===== src/rtl/otter_mem_scrubber.sv =====
// Background ECC scrubber and memory-port arbiter for Hamming(38,32) protected data memory.
// Optional build macro OTTER_SCRUB_STATS_EN adds saturating CORR_CNT / UNCORR_CNT outputs.
module otter_mem_scrubber #(
  parameter int unsigned ADDR_W         = 12,
  parameter int unsigned SCRUB_INTERVAL = 1024,
  parameter int unsigned RD_LAT         = 1
) (
  input  logic              MEM_CLK,
  input  logic              RST_N,
  input  logic              SCRUB_EN,
  input  logic              CPU_REQ,
  output logic              CPU_STALL,
  output logic              SCRUB_GNT,
  output logic [ADDR_W-1:0] MEM_ADDR,
  output logic              MEM_RDEN,
  output logic              MEM_WE,
  output logic [31:0]       MEM_WDATA,
  output logic [5:0]        MEM_WPAR,
  input  logic [31:0]       MEM_RDATA,
  input  logic [5:0]        MEM_RPAR,
  output logic              ERR_CORR,
  output logic              ERR_UNCORR,
`ifdef OTTER_SCRUB_STATS_EN
  output logic [15:0]       CORR_CNT,
  output logic [15:0]       UNCORR_CNT,
`endif
  output logic [ADDR_W-1:0] ERR_ADDR,
  output logic              PASS_DONE
);

  localparam int unsigned CntW = (SCRUB_INTERVAL > 1) ? $clog2(SCRUB_INTERVAL) : 1;
  localparam int unsigned LatW = (RD_LAT > 1) ? $clog2(RD_LAT) : 1;
  localparam logic [CntW-1:0] CntMax = CntW'(SCRUB_INTERVAL - 1);
  localparam logic [LatW-1:0] LatMax = LatW'(RD_LAT - 1);

  typedef enum logic [2:0] {
    StIdle,
    StWait,
    StRead,
    StLat,
    StCheck,
    StWrite,
    StNext
  } state_e;

  state_e          state_q;
  logic [CntW-1:0] cnt_q;
  logic [LatW-1:0] lat_q;
  logic [31:0]     rdata_q;
  logic [5:0]      rpar_q;

  logic [5:0]  syn;
  logic        syn_pow2;
  logic        syn_data;
  logic [31:0] fix_data;
  logic [5:0]  fix_par;

  // Parity k covers every data position (1-based, 1..38) whose index has bit k set.
  function automatic logic [5:0] ecc_par(input logic [31:0] d);
    logic [5:0] p;
    logic [5:0] pos;
    logic [4:0] di;
    p  = '0;
    di = '0;
    for (int i = 1; i <= 38; i++) begin
      pos = 6'(i);
      if ((pos & (pos - 6'd1)) != 6'd0) begin
        for (int k = 0; k < 6; k++) begin
          if (pos[k]) p[k] = p[k] ^ d[di];
        end
        di = di + 5'd1;
      end
    end
    return p;
  endfunction

  // Flips the data bit living at code position s; no-op for 0, powers of 2 and s > 38.
  function automatic logic [31:0] ecc_fix(input logic [31:0] d, input logic [5:0] s);
    logic [31:0] r;
    logic [5:0]  pos;
    logic [4:0]  di;
    r  = d;
    di = '0;
    for (int i = 1; i <= 38; i++) begin
      pos = 6'(i);
      if ((pos & (pos - 6'd1)) != 6'd0) begin
        if (pos == s) r[di] = ~r[di];
        di = di + 5'd1;
      end
    end
    return r;
  endfunction

  always_comb begin
    syn      = ecc_par(rdata_q) ^ rpar_q;
    syn_pow2 = (syn != 6'd0) && ((syn & (syn - 6'd1)) == 6'd0);
    syn_data = (syn != 6'd0) && !syn_pow2 && (syn <= 6'd38);
    fix_data = ecc_fix(rdata_q, syn);
    fix_par  = ecc_par(fix_data);
  end

  assign CPU_STALL = CPU_REQ & SCRUB_GNT;

  always_ff @(posedge MEM_CLK or negedge RST_N) begin
    if (!RST_N) begin
      state_q    <= StIdle;
      cnt_q      <= '0;
      lat_q      <= '0;
      rdata_q    <= '0;
      rpar_q     <= '0;
      SCRUB_GNT  <= 1'b0;
      MEM_ADDR   <= '0;
      MEM_RDEN   <= 1'b0;
      MEM_WE     <= 1'b0;
      MEM_WDATA  <= '0;
      MEM_WPAR   <= '0;
      ERR_CORR   <= 1'b0;
      ERR_UNCORR <= 1'b0;
      ERR_ADDR   <= '0;
      PASS_DONE  <= 1'b0;
`ifdef OTTER_SCRUB_STATS_EN
      CORR_CNT   <= '0;
      UNCORR_CNT <= '0;
`endif
    end else begin
      MEM_RDEN   <= 1'b0;
      MEM_WE     <= 1'b0;
      ERR_CORR   <= 1'b0;
      ERR_UNCORR <= 1'b0;
      PASS_DONE  <= 1'b0;
      case (state_q)
        StIdle: begin
          cnt_q <= '0;
          if (SCRUB_EN) state_q <= StWait;
        end
        StWait: begin
          if (!SCRUB_EN) begin
            state_q <= StIdle;
            cnt_q   <= '0;
          end else if (cnt_q == CntMax) begin
            // A pending CPU request parks the counter at its terminal value.
            if (!CPU_REQ) begin
              state_q   <= StRead;
              cnt_q     <= '0;
              MEM_RDEN  <= 1'b1;
              SCRUB_GNT <= 1'b1;
            end
          end else begin
            cnt_q <= cnt_q + CntW'(1);
          end
        end
        StRead: begin
          state_q <= StLat;
          lat_q   <= '0;
        end
        StLat: begin
          if (lat_q == LatMax) begin
            rdata_q <= MEM_RDATA;
            rpar_q  <= MEM_RPAR;
            state_q <= StCheck;
          end else begin
            lat_q <= lat_q + LatW'(1);
          end
        end
        StCheck: begin
          if (syn_pow2 || syn_data) begin
            MEM_WDATA <= fix_data;
            MEM_WPAR  <= fix_par;
            MEM_WE    <= 1'b1;
            ERR_CORR  <= 1'b1;
            ERR_ADDR  <= MEM_ADDR;
            state_q   <= StWrite;
`ifdef OTTER_SCRUB_STATS_EN
            if (CORR_CNT != 16'hFFFF) CORR_CNT <= CORR_CNT + 16'd1;
`endif
          end else begin
            if (syn != 6'd0) begin
              ERR_UNCORR <= 1'b1;
              ERR_ADDR   <= MEM_ADDR;
`ifdef OTTER_SCRUB_STATS_EN
              if (UNCORR_CNT != 16'hFFFF) UNCORR_CNT <= UNCORR_CNT + 16'd1;
`endif
            end
            SCRUB_GNT <= 1'b0;
            state_q   <= StNext;
          end
        end
        StWrite: begin
          SCRUB_GNT <= 1'b0;
          state_q   <= StNext;
        end
        StNext: begin
          MEM_ADDR  <= MEM_ADDR + ADDR_W'(1);
          PASS_DONE <= (MEM_ADDR == {ADDR_W{1'b1}});
          state_q   <= SCRUB_EN ? StWait : StIdle;
        end
        default: begin
          SCRUB_GNT <= 1'b0;
          state_q   <= StIdle;
        end
      endcase
    end
  end

endmodule

===== config.mk =====
export PLATFORM = sky130hd
export DESIGN_NAME = otter_mem_scrubber
export DESIGN_NICKNAME = d
export VERILOG_FILES = /design/src/rtl/otter_mem_scrubber.sv
export SDC_FILE = /design/constraint.sdc
export NUM_CORES = 1
export LEC_CHECK = 0
export BUFFER_PORTS_ARGS = -buffer_cell sky130_fd_sc_hd__buf_2
export CORE_MARGIN = 2
export CORE_UTILIZATION = 45
export CTS_CLUSTER_DIAMETER = 60
export CTS_CLUSTER_SIZE = 20
export DETAILED_ROUTE_END_ITERATION = 8
export PLACE_DENSITY = 0.74
export SYNTH_ARGS = -nofsm -noshare
export SYNTH_HDL_FRONTEND = slang
export SYNTH_SLANG_ARGS = --single-unit

===== constraint.sdc =====
create_clock -name MEM_CLK -period 8.7 [get_ports MEM_CLK]
set_clock_uncertainty 0.2 [all_clocks]
set_input_delay 0.435 -clock MEM_CLK [delete_from_list [all_inputs] [get_ports MEM_CLK]]
set_output_delay 0.435 -clock MEM_CLK [all_outputs]
set_load 0.02 [all_outputs]

==> results.md, run 1 <==
Setup path
- **kind of end point of the critical path** register
- **Crit path arrival time** 4.65 ns
- **WP buf/inv** 1
- **category of the most critical setup path** reg -> reg
- **dominant cell type by count on the critical path** sky130_fd_sc_hd__xnor3_1
- **biggest fanout along the worst timing path** 76
- **destination of the worst register-to-register timing path** MEM_WPAR[1]
- **Critical-path top delay cell** sky130_fd_sc_hd__nand2b_4
- **Critical Path, Cell by Cell** xnor2_1 -> xnor3_1 -> xnor3_1 -> or2_2 -> nor3_1 -> or4_1 -> nand2b_4 -> inv_2 -> mux2_4
- **crit-path leading delay family** simple AND/OR/NAND/NOR gates
- **Worst R2R Path Depth** 9
- **startpoint type of the worst setup path** register
- **worst stage delay on the critical path** 0.67 ns
- **required time worst endpoint** 8.80 ns
- **Worst R2R Setup Slack** 4.15 ns
- **launch instance of the worst register-to-register path** rdata_q[9]

Clock network
- **deepest clock path buffer count** 2
- **Sinks on Clock Net** 118
- **number of buffers inserted to repair setup after CTS** 0
- **cell at the root of the clock tree** sky130_fd_sc_hd__clkbuf_16
- **count of H-tree levels built during CTS** 4
- **clock-pin slew on the worst setup and hold paths** 0.05 ns
- **total clock buffers created by CTS** 17
- **clock tree from TritonCTS** yes
- **later-pin clock latency in the skew report** 0.42 ns

Routing
- **WL final** 15.5 mm
- **total via count in the routed design** 4,589
- **Via-to-Cell Ratio** 5.15
- **count of unresolved DRC violations after routing** 0
- **detailed-route wire length per cell** 17.4 microns
- **residual antenna-violating net count after detailed routing** 0
- **number of DRC violations after detailed-routing iteration 0** 280
- **DRT Pass-1 Iters** 5

Global route
- **global-route wire length before repair** 25.0 mm
- **maximum number of pins on one net before global-route repair** 77
- **all-layer global routing usage** 0.207
- **number of antenna violations at the first check in global routing** 0
- **GRT Residual Overflow** 0
- **via count of the first global-routing pass** 4,745

Floorplanning
- **row count** 44
- **initial cell density of the core** 0.455
- **Horiz. Die Dim** 125 microns
- **die footprint** 15,500 sq um
- **Die Y-Extent** 125 microns
- **core outline area** 14,400 sq um
- **I/O pin count** 111

Synthesis
- **EDFF count, synth** 0
- **library cells used by synthesis** 52
- **share of synthesized registers carrying an async set or reset** 1.00
- **Post-Synthesis Net Count** 631
- **number of synthesized register bits** 118
- **count of yosys warnings during synthesis** 0
- **number of standard cells after synthesis** 587
- **Mean Syn Cell Area** 11.1 sq um
- **Top FF cell, synth** sky130_fd_sc_hd__dfrtp_1
- **cell area after synthesis** 6540 sq um
- **sequential-to-total area share from yosys stat** 0.452

Timing
- **fin worst setup slack** 4.15 ns
- **FMAX** 0.220 GHz
- **Finish-stage setup viols** 0
- **unrepaired setup endpoints after global routing** no
- **Max Slew Vio Count** 0
- **Setup TNS** 0 ns
- **final critical path time including I/O delays and setup** 4.55 ns
- **worst slew pin tran** 1.09 ns
- **Rel. slew slack** 0.264
- **number of hold-slack violations in the final timing report** 0
- **share of the cycle needed by the critical path after routing** 0.523

Hold path
- **hold worst-path end** rpar_q[1]
- **cell depth of the worst min-delay path** 2
- **min-delay src** MEM_RPAR[1]
- **Worst Hold Class** in -> reg

Cells and area
- **number of antenna diodes** 0
- **share of cells above drive strength 1** 0.314
- **commonest non-fill, non-tap cells in the layout** 118 x sky130_fd_sc_hd__dfrtp_1, 109 x sky130_fd_sc_hd__buf_2, 78 x sky130_fd_sc_hd__xnor2_1
- **number of inserted filler cells in the final layout** 1,283
- **most common cell after layout, fill and taps aside** sky130_fd_sc_hd__dfrtp_1
- **Final #Nets** 738
- **area overhead of the layout relative to synthesis** 19.1%

Placed design
- **GPL Wtd Cong** 0.971
- **HPWL reported at the end of detailed placement** 11.9 mm
- **IO Port Bufs** 110
- **worst setup slack before clock tree synthesis** 4.15 ns

Run
- **number of max-cap violations** 0

Run status
- **result of the run** finished, final reports clean

[what timing repair did]
action / CTS / global route
resized for setup: 0 / 0
hold buffers: 1 / 0
endpoints found under the hold margin: 56 / 0
[kinds of logic after synthesis]
logic type / synth area share
DFF: 0.452
AOI/OAI and AO/OA: 0.0624
adders and majority gates: 0.00536
buffers and inverters: 0.0216
and+or+nand+nor: 0.119
xor gates and xnor gates: 0.250
muxes: 0.0902
[state kept, by name, summed over array words and instances (netlist names)]
| register | flops |
|---|---|
| MEM_RDEN | 1 |
| PASS_DONE | 1 |
| ERR_UNCORR | 1 |
| MEM_WDATA | 32 |
| rpar_q | 6 |
| state_q | 3 |
| rdata_q | 32 |
| ERR_ADDR | 12 |
| cnt_q | 10 |
| MEM_ADDR | 12 |
| SCRUB_GNT | 1 |
| MEM_WE | 1 |
| MEM_WPAR | 6 |
[layer usage]
layer | vias up | part of all wire | global-route usage
li1 | 2194 | - | -
met1 | 2239 | 0.44 | 0.274
met2 | 136 | 0.48 | 0.328
met3 | 20 | 0.056 | 0.0563
met4 | 0 | 0.019 | 0.0747
met5 | - | 0 | 0
[how the worst max path moves through the flow]
stage	from	to	slack, ns	cells after the start
detailed placement	rdata_q[9]	MEM_WPAR[1]	4.15	9
floorplan	rdata_q[9]	MEM_WPAR[1]	5.25	10
global route	rdata_q[9]	MEM_WPAR[1]	3.85	9
finish	rdata_q[9]	MEM_WPAR[1]	4.15	9
global placement	rdata_q[9]	MEM_WPAR[1]	4.32	9
CTS	rdata_q[9]	MEM_WPAR[1]	4.14	9
[cell type report]
cell class	instances	area, sq um	area share
Tap cell	184	230	0.0296
Timing Repair Buffer	112	571	0.0733
Inverter	3	11.3	0.00145
Sequential cell	118	2950	0.379
Clock inverter	12	129	0.0166
Multi-Input combinational cell	442	3450	0.443
Clock buffer	20	447	0.0574
[metrics by stage]
stage	utilization	cells	instance area (sq um)	hold WS, ns
floorplan	-	587	6540	-0.0606
global placement	0.501	858	7200	0.259
detailed placement	0.501	858	7200	0.269
CTS	0.542	891	7790	0.0321
global route	0.542	891	7790	0.0295
finish	0.542	891	7790	0.0461
[synthesized netlist by cell type (2+ instances only)]
| cell | number | area [sq um] |
|---|---|---|
| sky130_fd_sc_hd__dfrtp_1 | 118 | 2950 |
| sky130_fd_sc_hd__xnor2_1 | 78 | 683 |
| sky130_fd_sc_hd__nand2_1 | 76 | 285 |
| sky130_fd_sc_hd__mux2_2 | 51 | 574 |
| sky130_fd_sc_hd__nor2_1 | 39 | 146 |
| sky130_fd_sc_hd__o21ai_0 | 39 | 195 |
| sky130_fd_sc_hd__xor2_1 | 39 | 342 |
| sky130_fd_sc_hd__o21ai_1 | 17 | 85.1 |
| sky130_fd_sc_hd__xnor3_1 | 13 | 293 |
| sky130_fd_sc_hd__xnor2_2 | 9 | 146 |
| sky130_fd_sc_hd__and3_1 | 8 | 50.1 |
| sky130_fd_sc_hd__buf_2 | 8 | 40.0 |
| sky130_fd_sc_hd__clkbuf_1 | 8 | 30.0 |
| sky130_fd_sc_hd__nand3_1 | 8 | 40.0 |
| sky130_fd_sc_hd__nor3_1 | 8 | 40.0 |
| sky130_fd_sc_hd__nand4_1 | 7 | 43.8 |
| sky130_fd_sc_hd__buf_4 | 6 | 45.0 |
| sky130_fd_sc_hd__nand2b_1 | 6 | 37.5 |
| sky130_fd_sc_hd__o22ai_1 | 4 | 25.0 |
| sky130_fd_sc_hd__xor2_2 | 4 | 65.1 |
| sky130_fd_sc_hd__a21oi_1 | 2 | 10.0 |
| sky130_fd_sc_hd__a31oi_1 | 2 | 12.5 |
| sky130_fd_sc_hd__ha_1 | 2 | 25.0 |
| sky130_fd_sc_hd__inv_1 | 2 | 7.51 |
| sky130_fd_sc_hd__nor4_1 | 2 | 12.5 |
| sky130_fd_sc_hd__or2_2 | 2 | 12.5 |
| sky130_fd_sc_hd__or4_1 | 2 | 15.0 |
| sky130_fd_sc_hd__xnor2_4 | 2 | 55.1 |
| sky130_fd_sc_hd__xnor3_2 | 2 | 47.6 |
[worst register-to-register path, stage by stage (launching register included)]
cell,delay (ns)
sky130_fd_sc_hd__dfrtp_1,0.43
sky130_fd_sc_hd__xnor2_1,0.36
sky130_fd_sc_hd__xnor3_1,0.52
sky130_fd_sc_hd__xnor3_1,0.58
sky130_fd_sc_hd__or2_2,0.41
sky130_fd_sc_hd__nor3_1,0.29
sky130_fd_sc_hd__or4_1,0.53
sky130_fd_sc_hd__nand2b_4,0.67
sky130_fd_sc_hd__inv_2,0.14
sky130_fd_sc_hd__mux2_4,0.32
Power of run 1 is left out: the tool's default activity adds up to more than one toggle a clock period on the data nets, which glitch-free logic cannot reach.
==> inputs of run 2 (changes only) <==
--- a/config.mk
+++ b/config.mk
@@ -5,13 +5,14 @@
 export SDC_FILE = /design/constraint.sdc
 export NUM_CORES = 1
 export LEC_CHECK = 0
+export ABC_AREA = 1
 export BUFFER_PORTS_ARGS = -buffer_cell sky130_fd_sc_hd__buf_2
 export CORE_MARGIN = 2
 export CORE_UTILIZATION = 45
 export CTS_CLUSTER_DIAMETER = 60
 export CTS_CLUSTER_SIZE = 20
 export DETAILED_ROUTE_END_ITERATION = 8
-export PLACE_DENSITY = 0.74
+export PLACE_DENSITY = 0.73
 export SYNTH_ARGS = -nofsm -noshare
 export SYNTH_HDL_FRONTEND = slang
 export SYNTH_SLANG_ARGS = --single-unit
==> constraint.sdc (replaced) <==
create_clock -name MEM_CLK -period 4.28 [get_ports MEM_CLK]
set_clock_uncertainty 0.2 [all_clocks]
set_input_delay 0.214 -clock MEM_CLK [delete_from_list [all_inputs] [get_ports MEM_CLK]]
set_output_delay 0.214 -clock MEM_CLK [all_outputs]
set_load 0.02 [all_outputs]
==> results.md, run 2 <==
Clock network
- **deepest clock path buffer count** 2, unchanged
- **count of H-tree levels built during CTS** 4, unchanged
- **clock-pin slew on the worst setup and hold paths** 0.06 ns, was 0.05 ns
- **Sinks on Clock Net** 118, unchanged
- **number of buffers inserted to repair setup after CTS** 0, unchanged
- **later-pin clock latency in the skew report** 0.43 ns, was 0.42 ns
- **clock tree from TritonCTS** yes, unchanged
- **total clock buffers created by CTS** 17, unchanged
- **cell at the root of the clock tree** sky130_fd_sc_hd__clkbuf_16, unchanged

Floorplanning
- **die footprint** 18,800 sq um, was 15,500 sq um
- **initial cell density of the core** 0.461, was 0.455
- **Horiz. Die Dim** 137 microns, was 125 microns
- **I/O pin count** 111, unchanged
- **Die Y-Extent** 137 microns, was 125 microns
- **row count** 48, was 44
- **core outline area** 17,300 sq um, was 14,400 sq um

Synthesis
- **number of standard cells after synthesis** 1,159, was 587
- **share of synthesized registers carrying an async set or reset** 1.00, unchanged
- **sequential-to-total area share from yosys stat** 0.371, was 0.452
- **number of synthesized register bits** 118, unchanged
- **Post-synth top cells** 417 x sky130_fd_sc_hd__nand2_1, 123 x sky130_fd_sc_hd__inv_1, 118 x sky130_fd_sc_hd__dfrtp_1, was 118 x sky130_fd_sc_hd__dfrtp_1, 78 x sky130_fd_sc_hd__xnor2_1, 76 x sky130_fd_sc_hd__nand2_1
- **library cells used by synthesis** 45, was 52
- **cell area after synthesis** 7970 sq um, was 6540 sq um
- **synth top area cells** sky130_fd_sc_hd__dfrtp_1 37%, sky130_fd_sc_hd__nand2_1 20%, sky130_fd_sc_hd__inv_1 5.8%, was sky130_fd_sc_hd__dfrtp_1 45%, sky130_fd_sc_hd__xnor2_1 10%, sky130_fd_sc_hd__mux2_2 8.8%
- **Top FF cell, synth** sky130_fd_sc_hd__dfrtp_1, unchanged
- **EDFF count, synth** 0, unchanged
- **count of yosys warnings during synthesis** 0, unchanged
- **fraction of synthesized cell area taken by the top area cell type** 0.371, was 0.452
- **top-count cell post-synth** sky130_fd_sc_hd__nand2_1, was sky130_fd_sc_hd__dfrtp_1
- **Post-Synthesis Net Count** 1,203, was 631
- **Synth area leader** sky130_fd_sc_hd__dfrtp_1, unchanged
- **Mean Syn Cell Area** 6.88 sq um, was 11.1 sq um

Routing
- **WL final** 22.8 mm, was 15.5 mm
- **residual antenna-violating net count after detailed routing** 0, unchanged
- **total via count in the routed design** 7,951, was 4,589
- **count of unresolved DRC violations after routing** 0, unchanged
- **detailed-route wire length per cell** 14.8 microns, was 17.4 microns
- **Via-to-Cell Ratio** 5.16, was 5.15
- **DRT Pass-1 Iters** 6, was 5
- **number of DRC violations after detailed-routing iteration 0** 755, was 280

Timing
- **unrepaired setup endpoints after global routing** no, unchanged
- **Rel. slew slack** 0.453, was 0.264
- **Max Slew Vio Count** 0, unchanged
- **final critical path time including I/O delays and setup** 3.99 ns, was 4.55 ns
- **FMAX** 0.251 GHz, was 0.220 GHz
- **Finish-stage setup viols** 0, unchanged
- **Setup TNS** 0 ns, unchanged
- **worst slew pin tran** 0.819 ns, was 1.09 ns
- **share of the cycle needed by the critical path after routing** 0.931, was 0.523
- **number of hold-slack violations in the final timing report** 0, unchanged

Setup path
- **destination of the worst register-to-register timing path** MEM_WPAR[1], unchanged
- **Crit path arrival time** 4.12 ns, was 4.65 ns
- **required time worst endpoint** 4.41 ns, was 8.80 ns
- **Worst R2R Path Depth** 22, was 9
- **category of the most critical setup path** reg -> reg, unchanged
- **Worst R2R Setup Slack** 0.29 ns, was 4.15 ns
- **kind of end point of the critical path** register, unchanged
- **startpoint type of the worst setup path** register, unchanged
- **launch instance of the worst register-to-register path** rdata_q[21], was rdata_q[9]
- **biggest fanout along the worst timing path** 11, was 76

Placed design
- **IO Port Bufs** 110, unchanged
- **Placed Area** 8670 sq um, was 7200 sq um
- **HPWL reported at the end of detailed placement** 17.2 mm, was 11.9 mm
- **count of placed standard cells including taps** 1,468, was 858
- **GPL Wtd Cong** 1.02, was 0.971

Cells and area
- **share of cells above drive strength 1** 0.172, was 0.314
- **area overhead of the layout relative to synthesis** 20.8%, was 19.1%
- **most common cell after layout, fill and taps aside** sky130_fd_sc_hd__nand2_1, was sky130_fd_sc_hd__dfrtp_1
- **final standard cell area without fillers** 9630 sq um, was 7790 sq um
- **commonest non-fill, non-tap cells in the layout** 417 x sky130_fd_sc_hd__nand2_1, 123 x sky130_fd_sc_hd__inv_1, 118 x sky130_fd_sc_hd__dfrtp_1, was 118 x sky130_fd_sc_hd__dfrtp_1, 109 x sky130_fd_sc_hd__buf_2, 78 x sky130_fd_sc_hd__xnor2_1
- **number of antenna diodes** 0, unchanged
- **largest registers** MEM_WDATA: 32 flops, rdata_q: 32 flops, unchanged
- **Final Instance Count excl. Fillers** 1,541, was 891
- **Final #Nets** 1,347, was 738
- **Final Util** 0.557, was 0.542

Hold path
- **hold worst-path end** SCRUB_GNT, was rpar_q[1]
- **Worst Hold Class** in -> reg, unchanged
- **cell depth of the worst min-delay path** 4, was 2
- **min-delay src** SCRUB_EN, was MEM_RPAR[1]

Global route
- **global-route wire length before repair** 36.3 mm, was 25.0 mm
- **number of antenna violations at the first check in global routing** 0, unchanged
- **all-layer global routing usage** 0.253, was 0.207
- **via count of the first global-routing pass** 7,260, was 4,745
- **GRT Residual Overflow** 0, unchanged
- **maximum number of pins on one net before global-route repair** 63, was 77

Run
- **number of max-cap violations** 0, unchanged

Run status
- **result of the run** finished, final reports clean, unchanged

-- run 2: cell count changes after synthesis, moves of 19 or more --
cell                      previous run  this run
sky130_fd_sc_hd__nand3_1             8        88
sky130_fd_sc_hd__xnor2_1            78        28
sky130_fd_sc_hd__nand2_2             0        19
sky130_fd_sc_hd__a21oi_1             2        44
sky130_fd_sc_hd__nand2_1            76       417
sky130_fd_sc_hd__inv_1               2       123
sky130_fd_sc_hd__nor2_1             39        77
sky130_fd_sc_hd__mux2_2             51         6
sky130_fd_sc_hd__inv_2               1        25
-- run 2: final cells by class --
cell class                      count  area (sq um)
Inverter                          151           569
Clock buffer                       18           429
Timing Repair Buffer              158          1020
Tap cell                          225           282
Clock inverter                     14           119
Fill cell                        1676          7670
Sequential cell                   118          2950
Multi-Input combinational cell    857          4260
-- run 2: worst max path at each step --
stage,from,end,depth (start not counted)
2_1_floorplan,rdata_q[25],MEM_WPAR[0],30
3_3_place_gp,rdata_q[15],MEM_WPAR[1],21
3_5_place_dp,rdata_q[15],MEM_WPAR[1],20
4_1_cts,rdata_q[15],MEM_WPAR[1],20
5_1_grt,rdata_q[21],MEM_WPAR[1],22
6_report,rdata_q[21],MEM_WPAR[1],22
-- run 2: worst max-delay path, cell delays in order, from the launching register on --
cell	delay [ns]
sky130_fd_sc_hd__dfrtp_1	0.60
sky130_fd_sc_hd__inv_2	0.15
sky130_fd_sc_hd__nand2_1	0.11
sky130_fd_sc_hd__nand2_1	0.05
sky130_fd_sc_hd__nand2_1	0.06
sky130_fd_sc_hd__nand2_1	0.06
sky130_fd_sc_hd__xnor2_1	0.26
sky130_fd_sc_hd__inv_1	0.07
sky130_fd_sc_hd__nand2_1	0.11
sky130_fd_sc_hd__nand2_2	0.10
sky130_fd_sc_hd__nor2_1	0.52
sky130_fd_sc_hd__nand3_1	0.18
sky130_fd_sc_hd__xor2_1	0.54
sky130_fd_sc_hd__inv_1	0.14
sky130_fd_sc_hd__nand3_1	0.14
sky130_fd_sc_hd__nand3_1	0.10
sky130_fd_sc_hd__nand2_1	0.08
sky130_fd_sc_hd__nand2_1	0.05
sky130_fd_sc_hd__nand2_1	0.08
sky130_fd_sc_hd__inv_1	0.04
sky130_fd_sc_hd__nand2_1	0.05
sky130_fd_sc_hd__nand2_1	0.05
sky130_fd_sc_hd__a21oi_1	0.14
-- run 2: layer usage --
| metal | wire, microns | track usage | share of wire | up-vias |
|---|---|---|---|---|
| met4 | 550 | 0.0842 | 0.024 | 0 |
| met1 | 10200 | 0.350 | 0.45 | 3705 |
| met3 | 1720 | 0.0574 | 0.076 | 38 |
| met2 | 10300 | 0.392 | 0.45 | 285 |
| met5 | 0 | 0 | 0 | - |
| li1 | - | - | - | 3923 |
-- run 2: through the flow --
step	worst slack [ns]	hold slack (ns)
floorplan	1.50	-0.282
global placement	0.397	-0.00840
detailed placement	0.407	-0.00540
CTS	0.386	0.0534
global route	0.0560	0.0820
finish	0.294	0.0728
-- run 2: cells by family (layout without fill, tap and decap cells) --
family,Yosys count,after routing,share of synthesized area
compound gates,112,112,0.0743
xor+xnor,72,72,0.0848
fa+ha+maj,2,2,0.00314
buf+inv,184,341,0.0953
flops,118,118,0.371
mux,6,6,0.00848
simple gates,665,665,0.363
-- run 2: what timing repair did --
action                                 in CTS  in global routing
hold buffers                               41                  0
gates resized for setup                     0                  1
endpoints found under the hold margin      71                  0
setup endpoints to repair                   0                  1
Power of run 2 is left out for the same reason.
==> inputs of run 3 (changes only) <==
--- a/config.mk
+++ b/config.mk
@@ -13,6 +13,7 @@
 export CTS_CLUSTER_SIZE = 20
 export DETAILED_ROUTE_END_ITERATION = 8
 export PLACE_DENSITY = 0.73
+export RECOVER_POWER = 50
 export SYNTH_ARGS = -nofsm -noshare
 export SYNTH_HDL_FRONTEND = slang
 export SYNTH_SLANG_ARGS = --single-unit
==> results.md, run 3 (synthesized netlist as in run 2, its figures left out) <==
Run status
- **result of the run** finished, violations left, was finished, final reports clean
- **failing checks** capacitance limit, slew limit

Setup path
- **launch point of the worst path** rdata_q[21], unchanged
- **launch instance of the worst register-to-register path** rdata_q[21], unchanged
- **WP buf/inv** 4, unchanged
- **required time worst endpoint** 4.41 ns, about the same
- **category of the most critical setup path** reg -> reg, unchanged
- **Worst R2R Setup Slack** 0.30 ns, was 0.29 ns
- **Critical-path top delay cell** sky130_fd_sc_hd__dfrtp_1, unchanged
- **worst stage delay on the critical path** 0.60 ns, about the same
- **worst setup path endpoint** MEM_WPAR[1], unchanged
- **biggest fanout along the worst timing path** 11, unchanged
- **Crit path arrival time** 4.11 ns, was 4.12 ns
- **startpoint type of the worst setup path** register, unchanged
- **dominant cell type by count on the critical path** sky130_fd_sc_hd__nand2_1, unchanged
- **CP Depth** 22, unchanged
- **destination of the worst register-to-register timing path** MEM_WPAR[1], unchanged
- **crit-path leading delay family** simple AND/OR/NAND/NOR gates, unchanged
- **kind of end point of the critical path** register, unchanged
- **Critical Path, Cell by Cell** inv_2 -> nand2_1 -> nand2_1 -> nand2_1 -> nand2_1 -> xnor2_1 -> inv_1 -> nand2_1 -> nand2_2 -> nor2_1 -> nand3_1 -> xor2_1 -> inv_1 -> nand3_1 -> nand3_1 -> nand2_1 -> nand2_1 -> nand2_1 -> inv_1 -> nand2_1 -> nand2_1 -> a21oi_1, unchanged
- **Worst R2R Path Depth** 22, unchanged

Global route
- **global-route wire length before repair** 36.3 mm, unchanged
- **maximum number of pins on one net before global-route repair** 63, unchanged
- **GRT Residual Overflow** 0, unchanged
- **via count of the first global-routing pass** 7,260, unchanged
- **all-layer global routing usage** 0.253, unchanged
- **number of antenna violations at the first check in global routing** 0, unchanged

Cells and area
- **Final Instance Count excl. Fillers** 1,541, unchanged
- **number of inserted filler cells in the final layout** 1,707, was 1,676
- **share of cells above drive strength 1** 0.119, was 0.172
- **commonest non-fill, non-tap cells in the layout** 417 x sky130_fd_sc_hd__nand2_1, 123 x sky130_fd_sc_hd__inv_1, 118 x sky130_fd_sc_hd__dfrtp_1, unchanged
- **area of all sequential standard cells** 2950 sq um, unchanged
- **area of the multi-input gates** 4260 sq um, unchanged
- **number of antenna diodes** 0, unchanged
- **largest registers** MEM_WDATA: 32 flops, rdata_q: 32 flops, unchanged
- **Final #Nets** 1,347, unchanged
- **most common cell after layout, fill and taps aside** sky130_fd_sc_hd__nand2_1, unchanged
- **area overhead of the layout relative to synthesis** 19.6%, was 20.8%

Timing
- **number of hold-slack violations in the final timing report** 0, unchanged
- **FMAX** 0.251 GHz, about the same
- **worst slew pin tran** 1.92 ns, was 0.819 ns
- **unrepaired setup endpoints after global routing** no, unchanged
- **Finish-stage setup viols** 0, unchanged
- **Max Slew Vio Count** 33, was 0
- **final critical path time including I/O delays and setup** 3.98 ns, was 3.99 ns
- **Setup TNS** 0 ns, unchanged
- **Rel. slew slack** -0.277, was 0.453
- **share of the cycle needed by the critical path after routing** 0.929, was 0.931

Clock network
- **total clock buffers created by CTS** 17, unchanged
- **clock-pin slew on the worst setup and hold paths** 0.06 ns, about the same
- **clock tree from TritonCTS** yes, unchanged
- **count of H-tree levels built during CTS** 4, unchanged
- **deepest clock path buffer count** 2, unchanged
- **Sinks on Clock Net** 118, unchanged
- **cell at the root of the clock tree** sky130_fd_sc_hd__clkbuf_16, unchanged
- **number of buffers inserted to repair setup after CTS** 0, unchanged
- **later-pin clock latency in the skew report** 0.43 ns, about the same

Floorplanning
- **I/O pin count** 111, unchanged
- **Horiz. Die Dim** 137 microns, unchanged
- **initial cell density of the core** 0.461, unchanged
- **core outline area** 17,300 sq um, unchanged
- **die footprint** 18,800 sq um, unchanged
- **row count** 48, unchanged
- **Die Y-Extent** 137 microns, unchanged

Hold path
- **Worst Hold Class** in -> reg, unchanged

Routing
- **detailed-route wire length per cell** 14.9 microns, was 14.8 microns
- **residual antenna-violating net count after detailed routing** 0, unchanged
- **count of unresolved DRC violations after routing** 0, unchanged
- **total via count in the routed design** 8,004, was 7,951
- **number of DRC violations after detailed-routing iteration 0** 758, was 755
- **WL final** 22.9 mm, was 22.8 mm
- **Via-to-Cell Ratio** 5.19, was 5.16
- **DRT Pass-1 Iters** 6, unchanged

Placed design
- **HPWL reported at the end of detailed placement** 17.2 mm, unchanged
- **GPL Wtd Cong** 1.02, unchanged
- **count of placed standard cells including taps** 1,468, unchanged
- **IO Port Bufs** 110, unchanged

Run
- **number of max-cap violations** 1, was 0

## run 3: worst min-delay path by stage
stage | start | endpoint | slack (ns) | depth (start not counted)
floorplan | RST_N | ERR_ADDR[0] | -0.28 | 0
global placement | RST_N | MEM_WDATA[1] | -0.008 | 1
detailed placement | RST_N | MEM_WDATA[1] | -0.005 | 1
CTS | SCRUB_EN | SCRUB_GNT | 0.05 | 4
global route | SCRUB_EN | SCRUB_GNT | 0.08 | 4
finish | SCRUB_EN | SCRUB_GNT | 0.07 | 4
## run 3: timing repair
action	4_1_cts	5_1_grt
setup endpoints to repair	0	1
hold buffers	41	0
gates resized for setup	0	1
hold endpoints to repair	71	0
## run 3: metrics by stage
step                hold slack [ns]  utilization  instance area (sq um)  setup WS (ns)
floorplan                    -0.282            -                   7970           1.50
global placement           -0.00840        0.501                   8670          0.397
detailed placement         -0.00540        0.501                   8670          0.407
CTS                          0.0534        0.557                   9630          0.386
global route                 0.0820        0.551                   9530         0.0560
finish                       0.0721        0.551                   9530          0.303
## run 3: cell type report
| cell class | instances | share of cell area |
|---|---|---|
| inverters | 151 | 0.0597 |
| multi-input cells | 857 | 0.447 |
| repair buffers | 158 | 0.0966 |
| well taps | 225 | 0.0295 |
| flip-flops and latches | 118 | 0.310 |
| clock buffers | 18 | 0.0450 |
| clock inverters | 14 | 0.0125 |
## run 3: worst reg2reg max path: cells and delay by family (launching register included)
| kind | cells | cell delay, ns |
|---|---|---|
| DFF | 1 | 0.60 |
| buffers and inverters | 4 | 0.39 |
| xor gates and xnor gates | 2 | 0.79 |
| and+or+nand+nor | 15 | 1.75 |
| AOI/OAI and AO/OA | 1 | 0.14 |
## run 3: layer usage
metal  share of wire  track usage
met4           0.023       0.0842
met2            0.45        0.392
met1            0.45        0.350
met5               0            0
met3           0.077       0.0574
Power of run 3 is left out for the same reason.
